**src/rtl/alu_cmd_dispatch.sv**
```systemverilog
// alu_cmd_dispatch: command front end for the 16-bit ALU.
// Queues {A, B, alu_fun} commands in a small FIFO and issues at most one per cycle.
// Each issue drives registered operands and a one-hot unit enable.
// res_valid marks the cycle in which the selected unit's registered result is valid.
// Optional feature: define ALU_DISPATCH_STATS_EN to add the issue_cnt/drop_cnt counters.
module alu_cmd_dispatch #(
   parameter int unsigned Data_In_Width = 16,
   parameter int unsigned FIFO_DEPTH    = 4
) (
   input  logic                         CLK_in,
   input  logic                         RST_in,
   input  logic                         in_valid,
   output logic                         in_ready,
   input  logic [Data_In_Width-1:0]     A_in,
   input  logic [Data_In_Width-1:0]     B_in,
   input  logic [3:0]                   alu_fun,
   input  logic                         stall,
   output logic [Data_In_Width-1:0]     A_out,
   output logic [Data_In_Width-1:0]     B_out,
   output logic [3:0]                   alu_fun_out,
   output logic                         arith_En,
   output logic                         logic_En,
   output logic                         cmp_En,
   output logic                         shift_En,
   output logic                         res_valid,
   output logic [1:0]                   res_unit,
`ifdef ALU_DISPATCH_STATS_EN
   output logic [15:0]                  issue_cnt,
   output logic [15:0]                  drop_cnt,
`endif
   output logic [$clog2(FIFO_DEPTH):0]  fifo_count
);

   localparam int unsigned PtrW   = $clog2(FIFO_DEPTH);
   localparam int unsigned CntW   = PtrW + 1;
   localparam int unsigned EntryW = 2 * Data_In_Width + 4;
   localparam logic [CntW-1:0] FullCnt = CntW'(FIFO_DEPTH);

   logic [EntryW-1:0] mem [FIFO_DEPTH];
   logic [PtrW-1:0]   wr_ptr_q, rd_ptr_q;
   logic [CntW-1:0]   count_q;
   logic              full, empty, push, pop;
   logic [EntryW-1:0] head;

   assign full       = (count_q == FullCnt);
   assign empty      = (count_q == '0);
   assign in_ready   = !full;
   assign push       = in_valid & in_ready;
   assign pop        = !empty & !stall;
   assign head       = mem[rd_ptr_q];
   assign fifo_count = count_q;

   // Command storage; no reset needed, validity is tracked by count_q.
   always_ff @(posedge CLK_in) begin
      if (push) begin
         mem[wr_ptr_q] <= {A_in, B_in, alu_fun};
      end
   end

   // FIFO pointers and occupancy; pointers wrap naturally at the power-of-2 depth.
   always_ff @(posedge CLK_in or negedge RST_in) begin
      if (!RST_in) begin
         wr_ptr_q <= '0;
         rd_ptr_q <= '0;
         count_q  <= '0;
      end else begin
         if (push) wr_ptr_q <= wr_ptr_q + PtrW'(1);
         if (pop)  rd_ptr_q <= rd_ptr_q + PtrW'(1);
         unique case ({push, pop})
            2'b10:   count_q <= count_q + CntW'(1);
            2'b01:   count_q <= count_q - CntW'(1);
            default: count_q <= count_q;
         endcase
      end
   end

   // Issue stage: registered operands plus a one-hot enable decoded from the head entry.
   always_ff @(posedge CLK_in or negedge RST_in) begin
      if (!RST_in) begin
         A_out       <= '0;
         B_out       <= '0;
         alu_fun_out <= '0;
         arith_En    <= 1'b0;
         logic_En    <= 1'b0;
         cmp_En      <= 1'b0;
         shift_En    <= 1'b0;
      end else begin
         arith_En <= 1'b0;
         logic_En <= 1'b0;
         cmp_En   <= 1'b0;
         shift_En <= 1'b0;
         if (pop) begin
            A_out       <= head[EntryW-1 -: Data_In_Width];
            B_out       <= head[Data_In_Width+3 : 4];
            alu_fun_out <= head[3:0];
            unique case (head[3:2])
               2'b00: arith_En <= 1'b1;
               2'b01: logic_En <= 1'b1;
               2'b10: cmp_En   <= 1'b1;
               2'b11: shift_En <= 1'b1;
            endcase
         end
      end
   end

   // Result tracking: mirrors the units' single registered stage, unaffected by stall.
   always_ff @(posedge CLK_in or negedge RST_in) begin
      if (!RST_in) begin
         res_valid <= 1'b0;
         res_unit  <= 2'b00;
      end else begin
         res_valid <= arith_En | logic_En | cmp_En | shift_En;
         if (arith_En | logic_En | cmp_En | shift_En) begin
            res_unit <= alu_fun_out[3:2];
         end
      end
   end

`ifdef ALU_DISPATCH_STATS_EN
   // Issue counter wraps; drop counter saturates on refused pushes.
   always_ff @(posedge CLK_in or negedge RST_in) begin
      if (!RST_in) begin
         issue_cnt <= '0;
         drop_cnt  <= '0;
      end else begin
         if (pop) issue_cnt <= issue_cnt + 16'd1;
         if (in_valid && !in_ready && (drop_cnt != 16'hFFFF)) drop_cnt <= drop_cnt + 16'd1;
      end
   end
`endif

endmodule

```
**config.mk**
```make
export PLATFORM = sky130hd
export DESIGN_NAME = alu_cmd_dispatch
export DESIGN_NICKNAME = d
export VERILOG_FILES = /design/src/rtl/alu_cmd_dispatch.sv
export SDC_FILE = /design/constraint.sdc
export NUM_CORES = 1
export LEC_CHECK = 0
export CAP_MARGIN = 20
export CORE_MARGIN = 2
export CORE_UTILIZATION = 47
export CTS_BUF_LIST = sky130_fd_sc_hd__clkbuf_8 sky130_fd_sc_hd__clkbuf_16
export CTS_CLUSTER_DIAMETER = 120
export DETAILED_ROUTE_END_ITERATION = 16
export PLACE_DENSITY = 0.72
export SLEW_MARGIN = 15
export SYNTH_ARGS = -nofsm -noshare
export SYNTH_HDL_FRONTEND = slang
export SYNTH_SLANG_ARGS = --single-unit
export TNS_END_PERCENT = 50
```
**constraint.sdc**
```tcl
create_clock -name CLK_in -period 2.85 [get_ports CLK_in]
set_clock_uncertainty 0.15 [all_clocks]
set_input_delay 0.4275 -clock CLK_in [delete_from_list [all_inputs] [get_ports CLK_in]]
set_output_delay 0.4275 -clock CLK_in [all_outputs]
set_load 0.05 [all_outputs]
```
==> results summary, run 1 <==
The run finished with clean final reports. The synthesized-area fraction occupied by ao, oa, aoi and oai cells came out at 0%. Sorting the synthesized cells by how often they occur yields sky130_fd_sc_hd__edfxtp_1, sky130_fd_sc_hd__dfrtp_1, sky130_fd_sc_hd__mux4_2. The chip height is 129 um. The area share of and/or/nand/nor cells after synthesis came out at 1.48%. The clock period minus worst slack is 2620 ps. The final-report setup violation count came out at 0. In the global route stage, overall resource usage came out at 16.1%. The required time reported for the critical path endpoint came out at 2270 ps. The share of layout cells above drive strength 1 came out at 28.0%. The final setup TNS is 0 ps. The relative area change from synthesis to final layout came out at 23.0%.

The clock reaches the later pin of the worst-skew pair after 420 ps. The area of the core came out at 0.0152 mm^2. For this design the static power due to leakage is 3.28 nW. The number of H-tree branching levels came out at 4. The cell taking the most area after synthesis is sky130_fd_sc_hd__edfxtp_1. The final standard cell area without fillers is 0.00902 mm^2.

The number of placed instances, taps included, is 584. For this run, the leading register cell type out of synthesis is sky130_fd_sc_hd__edfxtp_1. The top-level I/O count is 87. The cell-internal power came out at 7.04 mW. The share of total power dissipated in the clock network is 21.2%. Counting both buffers and inverters, the worst setup path holds a total of 1.

The critical path goes through or3b_1 > clkdlybuf4s50_1. The share of the synthesized area in the top cell type came out at 59.0%. In this design, the largest share of critical-path delay is due to buffers and inverters. The buffers inserted during post-CTS setup optimization is 0. The detailed placer's ending HPWL is 7230 um. The final number of hold-violating endpoints came out at 0. Of the total synthesized cell area, the portion taken by full adders, half adders and majority gates is 1.13%. The placement-stage worst setup slack is 268 ps. For the pin with the worst max-slew slack, the measured transition is 785 ps.

The total number of placement rows is 45. The weighted congestion at the end of routability-driven global placement is 0.708. Leaving out filler cells and counting taps, the final layout contains 617. The die span in x came out at 129 um. The worst hold path class is reg -> reg. The average wire per standard cell came out at 20.0 um. Registers are responsible for 40.1% of the overall power.

By area, the combinational part of the netlist is dominated by multiplexers. The final count of pins violating max slew was 0. The part of the Yosys area used for sequential elements came out at 76.0%. The total clock sinks is 194. The critical path class is reg -> out. The first detailed-routing pass ran for 4 iterations. In the routed layout, each cell is associated on average with a via count of 5.26. The number of buffers added by the clock tree synthesis step came out at 17. The worst-case headroom to the max-slew limit is 47.7%. The clock-pin transition on the worst setup and hold timing paths is 60 ps. Per report_power, the combinational group accounts for 38.7% of the total. For this run, the top clock speed supported by timing is 381 MHz.

The worst setup path is captured at a primary output. The starting density of the core is 48.2%. The pin count of the biggest net entering global routing is 42. The count of mapped cells out of synthesis is 314. In the post-synthesis netlist, the biggest area contributors are sky130_fd_sc_hd__edfxtp_1, sky130_fd_sc_hd__dfrtp_1, sky130_fd_sc_hd__mux4_2. The antenna diode instance count is 0. The first-pass GRT wire length is 19300 um.

The detailed router placed 3243 vias in this run. The total overflow reported by the global router came out at 0. Global routing consumed, on the met2 layer, 28.2% of the routing resources. The clock root buffer is sky130_fd_sc_hd__clkbuf_16.

The worst-case vdd ir drop came out at 549 uV. The via count of the first global-routing pass is 3479. The number of nets in the layout is 462. Setup repair after global routing left no endpoint under its margin. The largest single stage delay on the critical path is 730 ps. The number of remaining DRC errors is 0. The count of different cell masters after synthesis is 24. During placement, the flow inserted port buffers numbering 86.

The maximum buffer depth of the clock tree is 2. The final worst slack is 226 ps. The post-synthesis instance area came out at 0.00733 mm^2. The tool flagged a number of max-cap violations equal to 0.

The switching power summed over all nets came out at 3.60 mW. The layer flagged by global routing as most heavily used is met2. The die outline area is 0.0166 mm^2. The post-synthesis mux area share came out at 18.9%. Wires add up to 12400 um. Yosys instantiated no cell more often than sky130_fd_sc_hd__edfxtp_1. The slowest stage of the critical path is the sky130_fd_sc_hd__clkdlybuf4s50_1 cell. The number of antenna violations at the first check in global routing came to 0.

The critical path arrival is 2050 ps. The number of synthesized register bits is 194. In this run the power density over the cells is 1180 mW/mm^2.

The count of flip-flops with a built-in enable after synthesis is 144. Net switching is 33.8% of the power. The worst setup path is launched from a register.

Of all nets on the critical path, the largest fanout is 6. The number of cells upsized or downsized after cts is 0. The count of synthesis-stage warnings from yosys came out at 0.

The xor-xnor portion of the synthesized cell area is 0.716%. The placement-stage cell area came out at 0.00845 mm^2. The synthesized net count is 360. The per-instance average area after synthesis came out at 23.4 um^2.

The met3 routing resource usage after global routing is 4.07%. The number of nets with antenna violations after routing is 0. TritonCTS built the clock tree.

The violation count after the first detailed-route iteration came out at 190. The met1 global-route usage came out at 19.3%. Of all flip-flops after synthesis, the portion carrying an async set or reset was 25.8%. The worst path uses 92.1% of the clock period.
power groups by stage:
stage                     Combinational, mW  Sequential [mW]  Clock (mW)
final                                  4.12             4.27        2.26
after global routing                   4.36             4.35        2.41
after CTS                              4.20             4.29        2.31
after detailed placement               4.19             4.33           0
after global placement                 4.12             4.30           0
after floorplan                        1.91             5.33           0
per-stage QoR:
step	hold WS [ps]	util, %	power (mW)
4_1_cts	357	59.4	10.8
2_1_floorplan	-18.1	-	7.23
5_1_grt	367	59.4	11.1
6_report	354	59.4	10.6
3_5_place_dp	343	55.6	8.53
3_3_place_gp	331	55.6	8.41
cells in the final DEF (no fill, tap or decap), types with 2 or more instances in the layout:
cell type | synthesis | final
sky130_fd_sc_hd__mux4_2 | 36 | 36
sky130_fd_sc_hd__dfrtp_1 | 50 | 48
sky130_fd_sc_hd__mux2_4 | 34 | 34
sky130_fd_sc_hd__clkinv_4 | 0 | 2
sky130_fd_sc_hd__and3_2 | 0 | 4
sky130_fd_sc_hd__inv_1 | 4 | 6
sky130_fd_sc_hd__xnor2_1 | 4 | 4
sky130_fd_sc_hd__clkinv_2 | 0 | 6
sky130_fd_sc_hd__buf_4 | 0 | 4
sky130_fd_sc_hd__clkdlybuf4s50_1 | 0 | 85
sky130_fd_sc_hd__xor2_1 | 2 | 2
sky130_fd_sc_hd__clkinv_1 | 0 | 2
sky130_fd_sc_hd__clkbuf_16 | 0 | 17
sky130_fd_sc_hd__buf_12 | 0 | 5
sky130_fd_sc_hd__and3b_1 | 2 | 2
sky130_fd_sc_hd__dfrtp_2 | 0 | 2
sky130_fd_sc_hd__edfxtp_1 | 144 | 144
sky130_fd_sc_hd__mux2_2 | 5 | 5
sky130_fd_sc_hd__bufinv_16 | 0 | 2
sky130_fd_sc_hd__ha_1 | 5 | 5
flip-flops by register name (all words and copies together), names as in the netlist:
signal / flops
wr_ptr_q: 2
res_valid: 1
arith_En: 1
fifo_count: 3
B_out: 16
shift_En: 1
mem: 144
cmp_En: 1
logic_En: 1
res_unit: 2
rd_ptr_q: 2
alu_fun_out: 4
A_out: 16
cell families (layout without fill, tap and decap cells):
kind of cell,after synthesis,after routing
DFF,194,194
muxes,76,76
buffers and inverters,17,132
and+or+nand+nor,15,15
adders and majority gates,6,6
xor gates and xnor gates,6,6
routing by layer:
metal	up-vias	share of wire (%)	routed length, um
li1	1466	-	-
met1	1693	41	5120
met2	72	53	6590
met3	12	3.7	459
met4	0	1.5	186
met5	-	0	0
area by class of cell:
cell class / instances / area [um^2]
clock buffer: 18 / 439
clock inverter: 14 / 123
fill: 1115 / 6180
inverter: 4 / 15.0
multi-input combinational: 103 / 1640
sequential: 194 / 5580
tap: 188 / 235
timing repair buffer: 96 / 996
what timing repair did:
item | CTS | global route
hold endpoints to repair | 26 | 0
endpoints found under the setup margin | 0 | 0
hold buffers | 1 | 0
final timing paths:
check | cells past startpoint | end | slack, ps | startpoint
min | 1 | res_unit[1] | 350 | res_unit[1]
max | 2 | in_ready | 230 | fifo_count[0]
min reg2reg | 1 | res_unit[1] | 350 | res_unit[1]
max in group asynchronous | 3 | shift_En | 1280 | RST_in
max reg2reg | 7 | fifo_count[2] | 510 | fifo_count[0]
min in group asynchronous | 2 | B_out[0] | 460 | RST_in
Power figures use the tool's default switching activity.
==> inputs of run 2 (changes only) <==
--- a/config.mk
+++ b/config.mk
@@ -5,14 +5,13 @@
 export SDC_FILE = /design/constraint.sdc
 export NUM_CORES = 1
 export LEC_CHECK = 0
-export CAP_MARGIN = 20
+export CAP_MARGIN = 15
 export CORE_MARGIN = 2
 export CORE_UTILIZATION = 47
 export CTS_BUF_LIST = sky130_fd_sc_hd__clkbuf_8 sky130_fd_sc_hd__clkbuf_16
-export CTS_CLUSTER_DIAMETER = 120
+export CTS_CLUSTER_DIAMETER = 100
 export DETAILED_ROUTE_END_ITERATION = 16
 export PLACE_DENSITY = 0.72
-export SLEW_MARGIN = 15
 export SYNTH_ARGS = -nofsm -noshare
 export SYNTH_HDL_FRONTEND = slang
 export SYNTH_SLANG_ARGS = --single-unit
==> results of run 2 <==
No change in the layout: final DEF, timing and power equal those of run 1.
==> inputs of run 3 (changes only) <==
--- a/config.mk
+++ b/config.mk
@@ -5,6 +5,7 @@
 export SDC_FILE = /design/constraint.sdc
 export NUM_CORES = 1
 export LEC_CHECK = 0
+export ABC_AREA = 0
 export CAP_MARGIN = 15
 export CORE_MARGIN = 2
 export CORE_UTILIZATION = 47
==> results of run 3 <==
No change in the layout: final DEF, timing and power equal those of run 1.
